`config.mk`:
```
export PLATFORM = sky130hd
export DESIGN_NAME = uart_echo_engine_flat
export DESIGN_NICKNAME = d
export VERILOG_FILES = /design/src/rtl/uart_echo_pkg.sv /design/src/rtl/uart_echo_engine_if.sv /design/src/rtl/uart_echo_engine_fifo.sv /design/src/rtl/uart_echo_engine.sv /design/src/flat_wrapper.sv
export SDC_FILE = /design/constraint.sdc
export NUM_CORES = 1
export LEC_CHECK = 0
export BUFFER_PORTS_ARGS = -buffer_cell sky130_fd_sc_hd__buf_2
export CORE_AREA = 2 2 155 157
export DETAILED_ROUTE_END_ITERATION = 8
export DIE_AREA = 0 0 157 159
export PLACE_DENSITY = 0.88
export SLEW_MARGIN = 20
export SYNTH_ARGS = -nofsm -noshare
export SYNTH_HDL_FRONTEND = slang
export SYNTH_HIERARCHICAL = 1
export SYNTH_SLANG_ARGS = --single-unit
export TNS_END_PERCENT = 100
```
`constraint.sdc`:
```
create_clock -name clk -period 20.5 [get_ports clk]
set_clock_uncertainty 0.15 [all_clocks]
set_input_delay 1.025 -clock clk [delete_from_list [all_inputs] [get_ports clk]]
set_output_delay 1.025 -clock clk [all_outputs]
set_load 0.03 [all_outputs]
```
`src/rtl/uart_echo_pkg.sv`:
```
// Purpose: shared mode encoding, ASCII constants and the letter test for the UART echo engine.
// Latency: n/a (types, constants and a pure function only).
// Backpressure: n/a.
package uart_echo_pkg;

  typedef enum logic [1:0] {
    PASS      = 2'd0,
    CASE_SWAP = 2'd1,
    LINE      = 2'd2,
    RSVD      = 2'd3
  } mode_e;

  localparam logic [7:0] CR      = 8'h0D;
  localparam logic [7:0] UPPER_A = 8'h41;
  localparam logic [7:0] UPPER_Z = 8'h5A;
  localparam logic [7:0] LOWER_A = 8'h61;
  localparam logic [7:0] LOWER_Z = 8'h7A;
  localparam int         CASE_BIT = 5;

  // True for ASCII A-Z and a-z; only these bytes get their case flipped.
  function automatic logic is_alpha(input logic [7:0] b);
    return ((b >= UPPER_A) && (b <= UPPER_Z)) || ((b >= LOWER_A) && (b <= LOWER_Z));
  endfunction

endpackage

```
`src/rtl/uart_echo_engine_if.sv`:
```
// Purpose: rx/tx byte streams between the UART receiver, the echo engine and the transmitter.
// Ports: rx_data/rx_valid/rx_ready (into the engine), tx_data/tx_valid/tx_ready (out of the engine).
// Backpressure: valid/ready on both streams; a beat moves when valid && ready.
interface uart_echo_if #(
  parameter int WIDTH = 8
);
  logic [WIDTH-1:0] rx_data;
  logic             rx_valid;
  logic             rx_ready;
  logic [WIDTH-1:0] tx_data;
  logic             tx_valid;
  logic             tx_ready;

  // master: the UART side feeding rx and draining tx
  modport master (
    output rx_data, rx_valid, tx_ready,
    input  rx_ready, tx_data, tx_valid
  );

  // slave: the echo engine
  modport slave (
    input  rx_data, rx_valid, tx_ready,
    output rx_ready, tx_data, tx_valid
  );
endinterface

```
`src/rtl/uart_echo_engine_fifo.sv`:
```
// Purpose: generic circular buffer; ports wr_en/din/full, rd_en/dout/empty, count.
// Latency: a write is visible on dout/empty one cycle later; dout is the registered head entry.
// Backpressure: writes while full and reads while empty are ignored; the caller gates them.
module fifo #(
  parameter  int WIDTH = 8,
  parameter  int DEPTH = 32,
  localparam int AW    = (DEPTH > 1) ? $clog2(DEPTH) : 1,
  localparam int CW    = $clog2(DEPTH + 1)
) (
  input  logic             clk,
  input  logic             reset,
  input  logic             wr_en,
  input  logic [WIDTH-1:0] din,
  output logic             full,
  input  logic             rd_en,
  output logic [WIDTH-1:0] dout,
  output logic             empty,
  output logic [CW-1:0]    count
);

  logic [WIDTH-1:0] mem [DEPTH];
  logic [AW-1:0]    wr_ptr;
  logic [AW-1:0]    rd_ptr;
  logic             wr_ok;
  logic             rd_ok;

  assign full  = (count == CW'(DEPTH));
  assign empty = (count == '0);
  assign wr_ok = wr_en && !full;
  assign rd_ok = rd_en && !empty;
  // Storage is reset so the head reads as zero out of reset.
  assign dout  = mem[rd_ptr];

  // DEPTH is a power of two, so the pointers wrap by plain overflow.
  always_ff @(posedge clk or posedge reset) begin
    if (reset) begin
      wr_ptr <= '0;
      rd_ptr <= '0;
      count  <= '0;
      for (int i = 0; i < DEPTH; i++) mem[i] <= '0;
    end else begin
      if (wr_ok) begin
        mem[wr_ptr] <= din;
        wr_ptr      <= wr_ptr + AW'(1);
      end
      if (rd_ok) rd_ptr <= rd_ptr + AW'(1);
      case ({wr_ok, rd_ok})
        2'b10:   count <= count + CW'(1);
        2'b01:   count <= count - CW'(1);
        default: count <= count;
      endcase
    end
  end

endmodule

```
`src/rtl/uart_echo_engine.sv`:
```
// Purpose: buffers UART rx bytes, optionally case-swaps them, and releases them to tx per mode
//          (LINE holds bytes until a CR or a full buffer). Ports: clk, reset, mode, bus (slave),
//          fifo_count, line_count. Latency: 1 cycle enqueue->tx_valid. Backpressure: rx_ready=!full, no bypass.
module uart_echo_engine
  import uart_echo_pkg::*;
#(
  parameter  int WIDTH = 8,
  parameter  int DEPTH = 32,
  localparam int CW    = $clog2(DEPTH + 1)
) (
  input  logic          clk,
  input  logic          reset,
  input  logic [1:0]    mode,
  uart_echo_if.slave    bus,
  output logic [CW-1:0] fifo_count,
  output logic [15:0]   line_count
);

  logic             run_q;      // low during reset and the first cycle out of it
  logic             full;
  logic             empty;
  logic             enq;
  logic             deq;
  logic             is_cr;
  logic             line_mode;
  logic [WIDTH-1:0] wr_dat;
  logic [CW-1:0]    count_nxt;
  logic [CW-1:0]    held;       // LINE: accepted but not yet releasable
  logic [CW-1:0]    eligible;   // releasable bytes at the head of the buffer
  logic [CW-1:0]    held_nxt;
  logic [CW-1:0]    elig_nxt;

  assign line_mode    = (mode_e'(mode) == LINE);
  assign is_cr        = (bus.rx_data[7:0] == CR);
  assign bus.rx_ready = run_q && !full;
  assign bus.tx_valid = line_mode ? (eligible != '0) : !empty;
  assign enq          = bus.rx_valid && bus.rx_ready;
  assign deq          = bus.tx_valid && bus.tx_ready;
  assign count_nxt    = fifo_count + CW'(enq) - CW'(deq);

  // Case swap touches only ASCII letters in the low byte; upper bits always pass through.
  always_comb begin
    wr_dat = bus.rx_data;
    if ((mode_e'(mode) == CASE_SWAP) && is_alpha(bus.rx_data[7:0]))
      wr_dat[CASE_BIT] = ~bus.rx_data[CASE_BIT];
  end

  // Release accounting. Outside LINE everything in the buffer is releasable, which also makes
  // bytes already buffered eligible the moment LINE is entered.
  always_comb begin
    held_nxt = held;
    elig_nxt = eligible;
    if (!line_mode) begin
      held_nxt = '0;
      elig_nxt = count_nxt;
    end else begin
      if (enq) begin
        if (is_cr) begin
          elig_nxt = elig_nxt + held + CW'(1);
          held_nxt = '0;
        end else begin
          held_nxt = held + CW'(1);
        end
      end
      if (deq) elig_nxt = elig_nxt - CW'(1);
      // A full buffer with no CR would never drain; release whatever is held.
      if (count_nxt == CW'(DEPTH)) begin
        elig_nxt = elig_nxt + held_nxt;
        held_nxt = '0;
      end
    end
  end

  always_ff @(posedge clk or posedge reset) begin
    if (reset) begin
      run_q      <= 1'b0;
      held       <= '0;
      eligible   <= '0;
      line_count <= '0;
    end else begin
      run_q    <= 1'b1;
      held     <= held_nxt;
      eligible <= elig_nxt;
      if (enq && is_cr) line_count <= line_count + 16'd1;
    end
  end

  fifo #(
    .WIDTH (WIDTH),
    .DEPTH (DEPTH)
  ) u_fifo (
    .clk   (clk),
    .reset (reset),
    .wr_en (enq),
    .din   (wr_dat),
    .full  (full),
    .rd_en (deq),
    .dout  (bus.tx_data),
    .empty (empty),
    .count (fifo_count)
  );

endmodule

```
`src/flat_wrapper.sv`:
```
// flat-port wrapper written by rule: the top's interface ports become plain ports
module uart_echo_engine_flat import uart_echo_pkg::*;
#(
  parameter  int WIDTH = 8,
  parameter  int DEPTH = 32,
  localparam int CW    = $clog2(DEPTH + 1)
)
  (clk, reset, mode, fifo_count, line_count, bus_rx_data, bus_rx_valid, bus_tx_ready, bus_rx_ready, bus_tx_data, bus_tx_valid);
  uart_echo_if #(.WIDTH(WIDTH)) bus_i ();
  input  logic clk;
  input  logic reset;
  input  logic [1:0] mode;
  output logic [CW-1:0] fifo_count;
  output logic [15:0] line_count;
  input wire logic [$bits(bus_i.rx_data)-1:0] bus_rx_data;
  input wire logic [$bits(bus_i.rx_valid)-1:0] bus_rx_valid;
  input wire logic [$bits(bus_i.tx_ready)-1:0] bus_tx_ready;
  output wire logic [$bits(bus_i.rx_ready)-1:0] bus_rx_ready;
  output wire logic [$bits(bus_i.tx_data)-1:0] bus_tx_data;
  output wire logic [$bits(bus_i.tx_valid)-1:0] bus_tx_valid;
  assign bus_i.rx_data = bus_rx_data;
  assign bus_i.rx_valid = bus_rx_valid;
  assign bus_i.tx_ready = bus_tx_ready;
  assign bus_rx_ready = bus_i.rx_ready;
  assign bus_tx_data = bus_i.tx_data;
  assign bus_tx_valid = bus_i.tx_valid;
  uart_echo_engine #(.WIDTH(WIDTH), .DEPTH(DEPTH)) u_core (.clk(clk), .reset(reset), .mode(mode), .bus(bus_i), .fifo_count(fifo_count), .line_count(line_count));
endmodule
```
* Word-level counts from Yosys, hierarchy flattened
Cells that the tools add are included.
** Word-level totals
- Flip-flop bits (word level) :: 301
- Input bits :: 14
- Logic and storage cells :: 105
- Output and inout bits :: 32
** Cells by class
- Bitwise logic cells :: 3
- Muxes and demuxes :: 21
- Add/subtract/negate cells :: 12
- Eq/ne operators :: 7
- $lt $le $gt $ge :: 7
- Reduce and logical (&&, ||, !) cells :: 16
** Operators by type and width (number)
- bitwise mux 256 bit :: 1
- two-way mux 6 bit :: 12
- binary-select mux 8 bit (select 5 bit) :: 1
- demux 8 bit (select 5 bit) :: 1
- two-way mux 8 bit :: 3
- adder 6 x 1 -> 6 bit, second input constant :: 3
- adder 16 x 1 -> 16 bit, second input constant :: 1
- >= comparator 8 x 7 -> 1 bit, second input constant :: 2
- <= comparator 8 x 7 -> 1 bit, second input constant :: 2
- adder 6 bit :: 2
- == test 6 bit, second input constant :: 2
- >= comparator 6 bit, second input constant :: 2
- NOT 5 -> 6 bit :: 2
- case mux 6 bit (2 select lines) :: 1
- subtractor 6 x 1 -> 6 bit, second input constant :: 2
- adder 5 x 1 -> 5 bit, second input constant :: 2
- logical AND 1 bit :: 10
- == test 8 x 4 -> 1 bit, second input constant :: 1
- adder 6 x 1 -> 6 bit :: 1
- logical NOT 6 bit :: 1
- less-than comparator 6 x 1 -> 1 bit, second input constant :: 1
- nonzero test 6 bit :: 1
- subtractor 6 x 1 -> 6 bit :: 1
- == test 2 x 1 -> 1 bit, second input constant :: 2
- 6 further kinds :: 9

* Longest topological paths before layout
- Word-level depth :: 12
- Mapped depth :: 19
- Depth with buffers taken out :: 18

* By module
The synthesis kept the hierarchy.
** By module, submodules not included
- fifo :: area an instance 12726.0 um^2, instances 1, seq. area each 6806.5 um^2, cells each 881
- uart_echo_engine :: area an instance 2242.2 um^2, instances 1, seq. area each 725.7 um^2, cells each 237

* Worst setup path before layout
No wires, ideal clock.
- Kind :: flip-flop to flip-flop
- Start :: reg u_core.u_fifo.count[1]
- End :: reg u_core.eligible[1]
- Data arrival time :: 4186 ps
- Period minus slack after synthesis :: 4470 ps
- Data required time :: 20216 ps
- Library setup time :: 134 ps
- Path buffers :: 2
- Path slack :: 16030 ps
- Cell stages (with the launch flop) :: 18
- Path through :: dfrtp_1 -> or4_1 -> buf_4 -> nor3_1 -> and3b_1 -> clkbuf_1 -> inv_1 -> ha_1 -> inv_1 -> ha_1 -> a21o_1 -> a21o_1 -> a2111o_1 -> o211ai_1 -> nand4_2 -> mux2_1 -> nor2_1 -> a21oi_1
** On the way
- Word-level cells in the longest chain between the ends :: 12
- Elaborated cells on any way between the ends :: 21
- Classes of those cells :: add/sub (4); eq/ne (2); mux (9); reduce/logical (6)
** Ends and longest elaborated chain
- start: declaration :: line uart_echo_engine_fifo.sv:18 : output logic [CW-1:0] count
- start signal: assignment :: line uart_echo_engine_fifo.sv:48 : 2'b10: count <= count + CW'(1);
- start signal: assignment :: line uart_echo_engine_fifo.sv:49 : 2'b01: count <= count - CW'(1);
- start signal: assignment :: line uart_echo_engine_fifo.sv:50 : default: count <= count;
- == test 6 bit * :: line uart_echo_engine_fifo.sv:27 : assign full = (count == CW'(DEPTH));
- via u_core.full :: line uart_echo_engine.sv:20 : logic full;
- logical NOT 1 bit * :: line uart_echo_engine.sv:35 : assign bus.rx_ready = run_q && !full;
- logical AND 1 bit * :: line uart_echo_engine.sv:35
- logical AND 1 bit * :: line uart_echo_engine.sv:37 : assign enq = bus.rx_valid && bus.rx_ready;
- via u_core.enq :: line uart_echo_engine.sv:22 : logic enq;
- two-way mux 6 bit :: line uart_echo_engine.sv:57 : if (enq) begin
- two-way mux 6 bit :: line uart_echo_engine.sv:53 : if (!line_mode) begin
- subtractor 6 x 1 -> 6 bit :: line uart_echo_engine.sv:65 : if (deq) elig_nxt = elig_nxt - CW'(1);
- two-way mux 6 bit :: line uart_echo_engine.sv:65
- two-way mux 6 bit :: line uart_echo_engine.sv:53
- adder 6 bit :: line uart_echo_engine.sv:68 : elig_nxt = elig_nxt + held_nxt;
- two-way mux 6 bit :: line uart_echo_engine.sv:67 : if (count_nxt == CW'(DEPTH)) begin
- two-way mux 6 bit * :: line uart_echo_engine.sv:53
- via u_core.elig_nxt[1] :: line uart_echo_engine.sv:31 : logic [CW-1:0] elig_nxt;
- end signal: assignment :: line uart_echo_engine.sv:83 : eligible <= elig_nxt;
- end: declaration :: line uart_echo_engine.sv:29 : logic [CW-1:0] eligible;
Mark *: on every way through the listed nets, which the timed path passes. The rest lies on a longest branch. The select of a mux whose other input is x is not followed.
A chain may end at the register's enable or synchronous reset.

* Final worst setup path
- Start :: reg u_core.u_fifo.count[1]
- End :: reg u_core.eligible[5]
** On the way
- Word-level cells in the longest chain between the ends :: 12
- Elaborated cells on any way between the ends :: 21
- Classes of those cells :: add/sub (4); eq/ne (2); mux (9); reduce/logical (6)
** Ends and longest elaborated chain (line)
- == test 6 bit * :: uart_echo_engine_fifo.sv:27
- via u_core.full :: uart_echo_engine.sv:20
- logical NOT 1 bit * :: uart_echo_engine.sv:35
- logical AND 1 bit * :: uart_echo_engine.sv:35
- logical AND 1 bit * :: uart_echo_engine.sv:37
- two-way mux 6 bit :: uart_echo_engine.sv:57
- two-way mux 6 bit :: uart_echo_engine.sv:53
- subtractor 6 x 1 -> 6 bit :: uart_echo_engine.sv:65
- two-way mux 6 bit :: uart_echo_engine.sv:65
- two-way mux 6 bit :: uart_echo_engine.sv:53
- adder 6 bit :: uart_echo_engine.sv:68
- two-way mux 6 bit :: uart_echo_engine.sv:67
- two-way mux 6 bit * :: uart_echo_engine.sv:53
- via u_core.elig_nxt[5] :: uart_echo_engine.sv:31
Marks and branches as above.

==> metrics.yaml <==
clock_network:
  post-cts-setup-buffers: 0
  cts_buffers: 31
  clock_path_buffers: 3
  clkLatencyLatePin_ps: 560
  clkTransAtPathRegs_ps: 60
  cts_root_buf: "clkbuf_16"
  htree_levels: 1
  cts_tree: "done"
  cts_resized: 0
  clock-sinks: 301
  cts_hold_buffers: 0
final_layout:
  diodes: 0
  fillers: 1524
  drive_gt1_share_pct: 38.3
  final_cell_area_um2: 16400
  synthToLayoutAreaGrowth_pct: 9.49
  multi_input_area_um2: 7070
  fin_nets: 1183
  seqCellArea_um2: 7540
logic_synthesis:
  synth_flop_cell: "dfrtp_1"
  synth-warning-count: 6
  synth_area_leaders: "dfrtp_1, mux2_2, mux4_2"
  seq_area_frac_synth_pct: 50.3
  yosysTopAreaCell: "dfrtp_1"
  synth_area_per_cell_um2: 13.4
  async_flop_share_pct: 100
  synthCells: 1118
  synth.top_cell.area_share_pct: 50.3
  synth_area_um2: 15000
  synthDistinctLibCells: 64
  yosys_register_bits: 301
  synth_nets: 1166
  synth_edf_count: 0
routing:
  vias: 9298
  post_drt_via_cell_ratio: 6.30
  drtPass1Iterations: 6
  postRouteWirelength_um: 33700
  final_antenna_net_count: 0
  drc_errors: 0
  initialDrtViolationCount: 644
  drt-wirelength-per-cell_um: 22.8
setup_path:
  cp_data_required_time_ps: 20770
  critPathCaptureType: "register"
  critPathKind: "reg2reg"
  crit_path_start_kind: "register"
  critical_path_arrival_ps: 5610
  critPathMaxFanout: 17
sta:
  rsz0062_at_grt: "false"
  fmax_ghz: 0.187
  slew_violations: 0
  fin_crit_sh_pct: 26.1
  hold_viol: 0
  finalSetupTns_ps: 0
  period_needed_ps: 5340
  setup_viol: 0
  worst_pin_slew_ps: 1060
  max_slew_margin_pct: 28.9
flow_run:
  maxCapViolCount: 0
worst_hold_path:
  hp-class: "reg2reg"
floorplanning:
  die_w_um: 157
  fp.dieH_um: 159
  fp-row-count: 56
  coreArea_um2: 23200
  initial_core_util_pct: 64.5
  die-area_um2: 25000
  design.portCount: 46
global_routing:
  antenna_found_initial: 0
  grt_pass1_vias: 9854
  grt_max_degree: 133
  grt_usage_pct: 27.5
  gr-total-overflow: 0
  grt_pass1_wl_um: 53800
pwr:
  ir_drop_v: 0.0000880
  leakage_uw: 0.00779
  powerDensity_nw_per_um2: 137
place:
  dp_hpwl_um: 20600
  port_buffers: 45
  dpl-instance-area_um2: 15400
  gp_congestion: 0.819
status:
  status: "finished, final reports clean"
layout make-up:
| cell class | instances | area share, % |
|---|---|---|
| flip-flops and latches | 301 | 46.0 |
| well taps | 319 | 2.44 |
| clock inverters | 6 | 0.252 |
| clock buffers | 48 | 5.86 |
| repair buffers | 54 | 1.79 |
| inverters | 22 | 0.550 |
| multi-input cells | 725 | 43.1 |
synth_stat cells (all sizes together), types with 3 or more instances:
library cell	instances
dfrtp	301
mux2	262
mux2i	71
nor2	52
clkbuf	48
a22oi	32
mux4	32
nand3	32
xnor2	31
ha	30
nand2	30
buf	22
inv	21
xor2	18
a21oi	15
nand4	14
o21ai	12
a21o	8
a221oi	8
a22o	8
nor2b	6
nor3	6
and3	5
or2	5
fa	4
nand3b	4
nor3b	4
o311ai	4
nand2b	3
nor4b	3
or4	3
logic make-up after synthesis:
family / Yosys count / synth area share [%]
AO/OA/AOI/OAI: 97 / 5.01
multiplexers: 365 / 29.3
XOR/XNOR: 50 / 3.02
adder cells (fa/ha/maj): 34 / 3.04
AND/OR/NAND/NOR: 178 / 6.75
buffers and inverters: 92 / 2.54
other: 1 / 0.0251
flip-flops: 301 / 50.3
state kept, by name (all words and copies together) (netlist names):
name,flops
u_core/u_fifo/rd_ptr,5
u_core/u_fifo/wr_ptr,5
u_core/eligible,6
u_core/held,6
u_core/u_fifo/count,6
u_core/line_count,16
u_core/u_fifo/mem,256
u_core/run_q,1
worst max-delay path, cell delays in order (launching register included):
cell	delay [ps]
dfrtp_1	510
or4_1	470
nor3_1	120
and3b_1	680
and3_1	750
mux2i_1	500
inv_1	90
ha_1	310
o21ai_1	260
ha_1	280
a21o_1	170
a21oi_1	210
o21bai_1	80
a21oi_1	170
xnor2_1	80
nor2_1	110
xor2_1	180
o21ai_1	70
report_power, final:
part / total (µW) / internal [µW] / switching (µW)
combinational: 822 / 381 / 441
clock: 546 / 319 / 227
sequential: 884 / 751 / 133
layer usage:
layer	wire, µm	part of all wire [%]	GRT usage (%)
met1	14400	43	37.4
met2	16600	49	45.3
met3	1450	4.3	3.59
met4	1270	3.8	10.5
met5	0	0	0
path summary, 6_finish.rpt:
path | start | end | slack, ps | cells after the start
max | u_core/u_fifo/count[1]$_DFFE_PP0P_ | u_core/eligible[5]$_DFF_PP0_ | 15160 | 17
min | u_core/line_count[15]$_DFFE_PP0P_ | u_core/line_count[15]$_DFFE_PP0P_ | 320 | 1
max reg2reg | u_core/u_fifo/count[1]$_DFFE_PP0P_ | u_core/eligible[5]$_DFF_PP0_ | 15160 | 17
min reg2reg | u_core/line_count[15]$_DFFE_PP0P_ | u_core/line_count[15]$_DFFE_PP0P_ | 320 | 1
max in group asynchronous | reset | u_core/u_fifo/mem[151]$_DFFE_PP0P_ | 18220 | 3
min in group asynchronous | reset | u_core/line_count[7]$_DFFE_PP0P_ | 450 | 2
metrics by stage:
step                util (%)  hold slack, ps  worst slack, ps  total power [µW]  std cells
floorplan                  -             324            11830              1490       1118
global placement        66.3             308            15330              1660       1421
detailed placement      66.3             316            15150              1700       1421
CTS                     70.6             323            15160              2260       1475
global route            70.7             355            14740              2360       1475
finish                  70.7             319            15160              2250       1475
placed cells by master, fill, tap and decap left out, drive strengths merged, types with 3 or more instances in the layout:
cell and n:
or2 5, clkinv 3, ha 30, fa 4, nand2b 3, xor2 18
nor2 52, and3 5, mux2i 71, mux2 262, nor2b 6, o21ai 12
a21o 8, mux4 32, nor3b 4, nand3 32, inv 22, nor4b 3
dfrtp 301, or4 3, xnor2 31, a221oi 8, a22o 8, a21oi 15
nand2 30, nor3 6, buf 54, nand4 14, a22oi 32, clkinvlp 3
o311ai 4, clkbuf 48, nand3b 4
No activity file was read; power rests on OpenSTA's default activity.
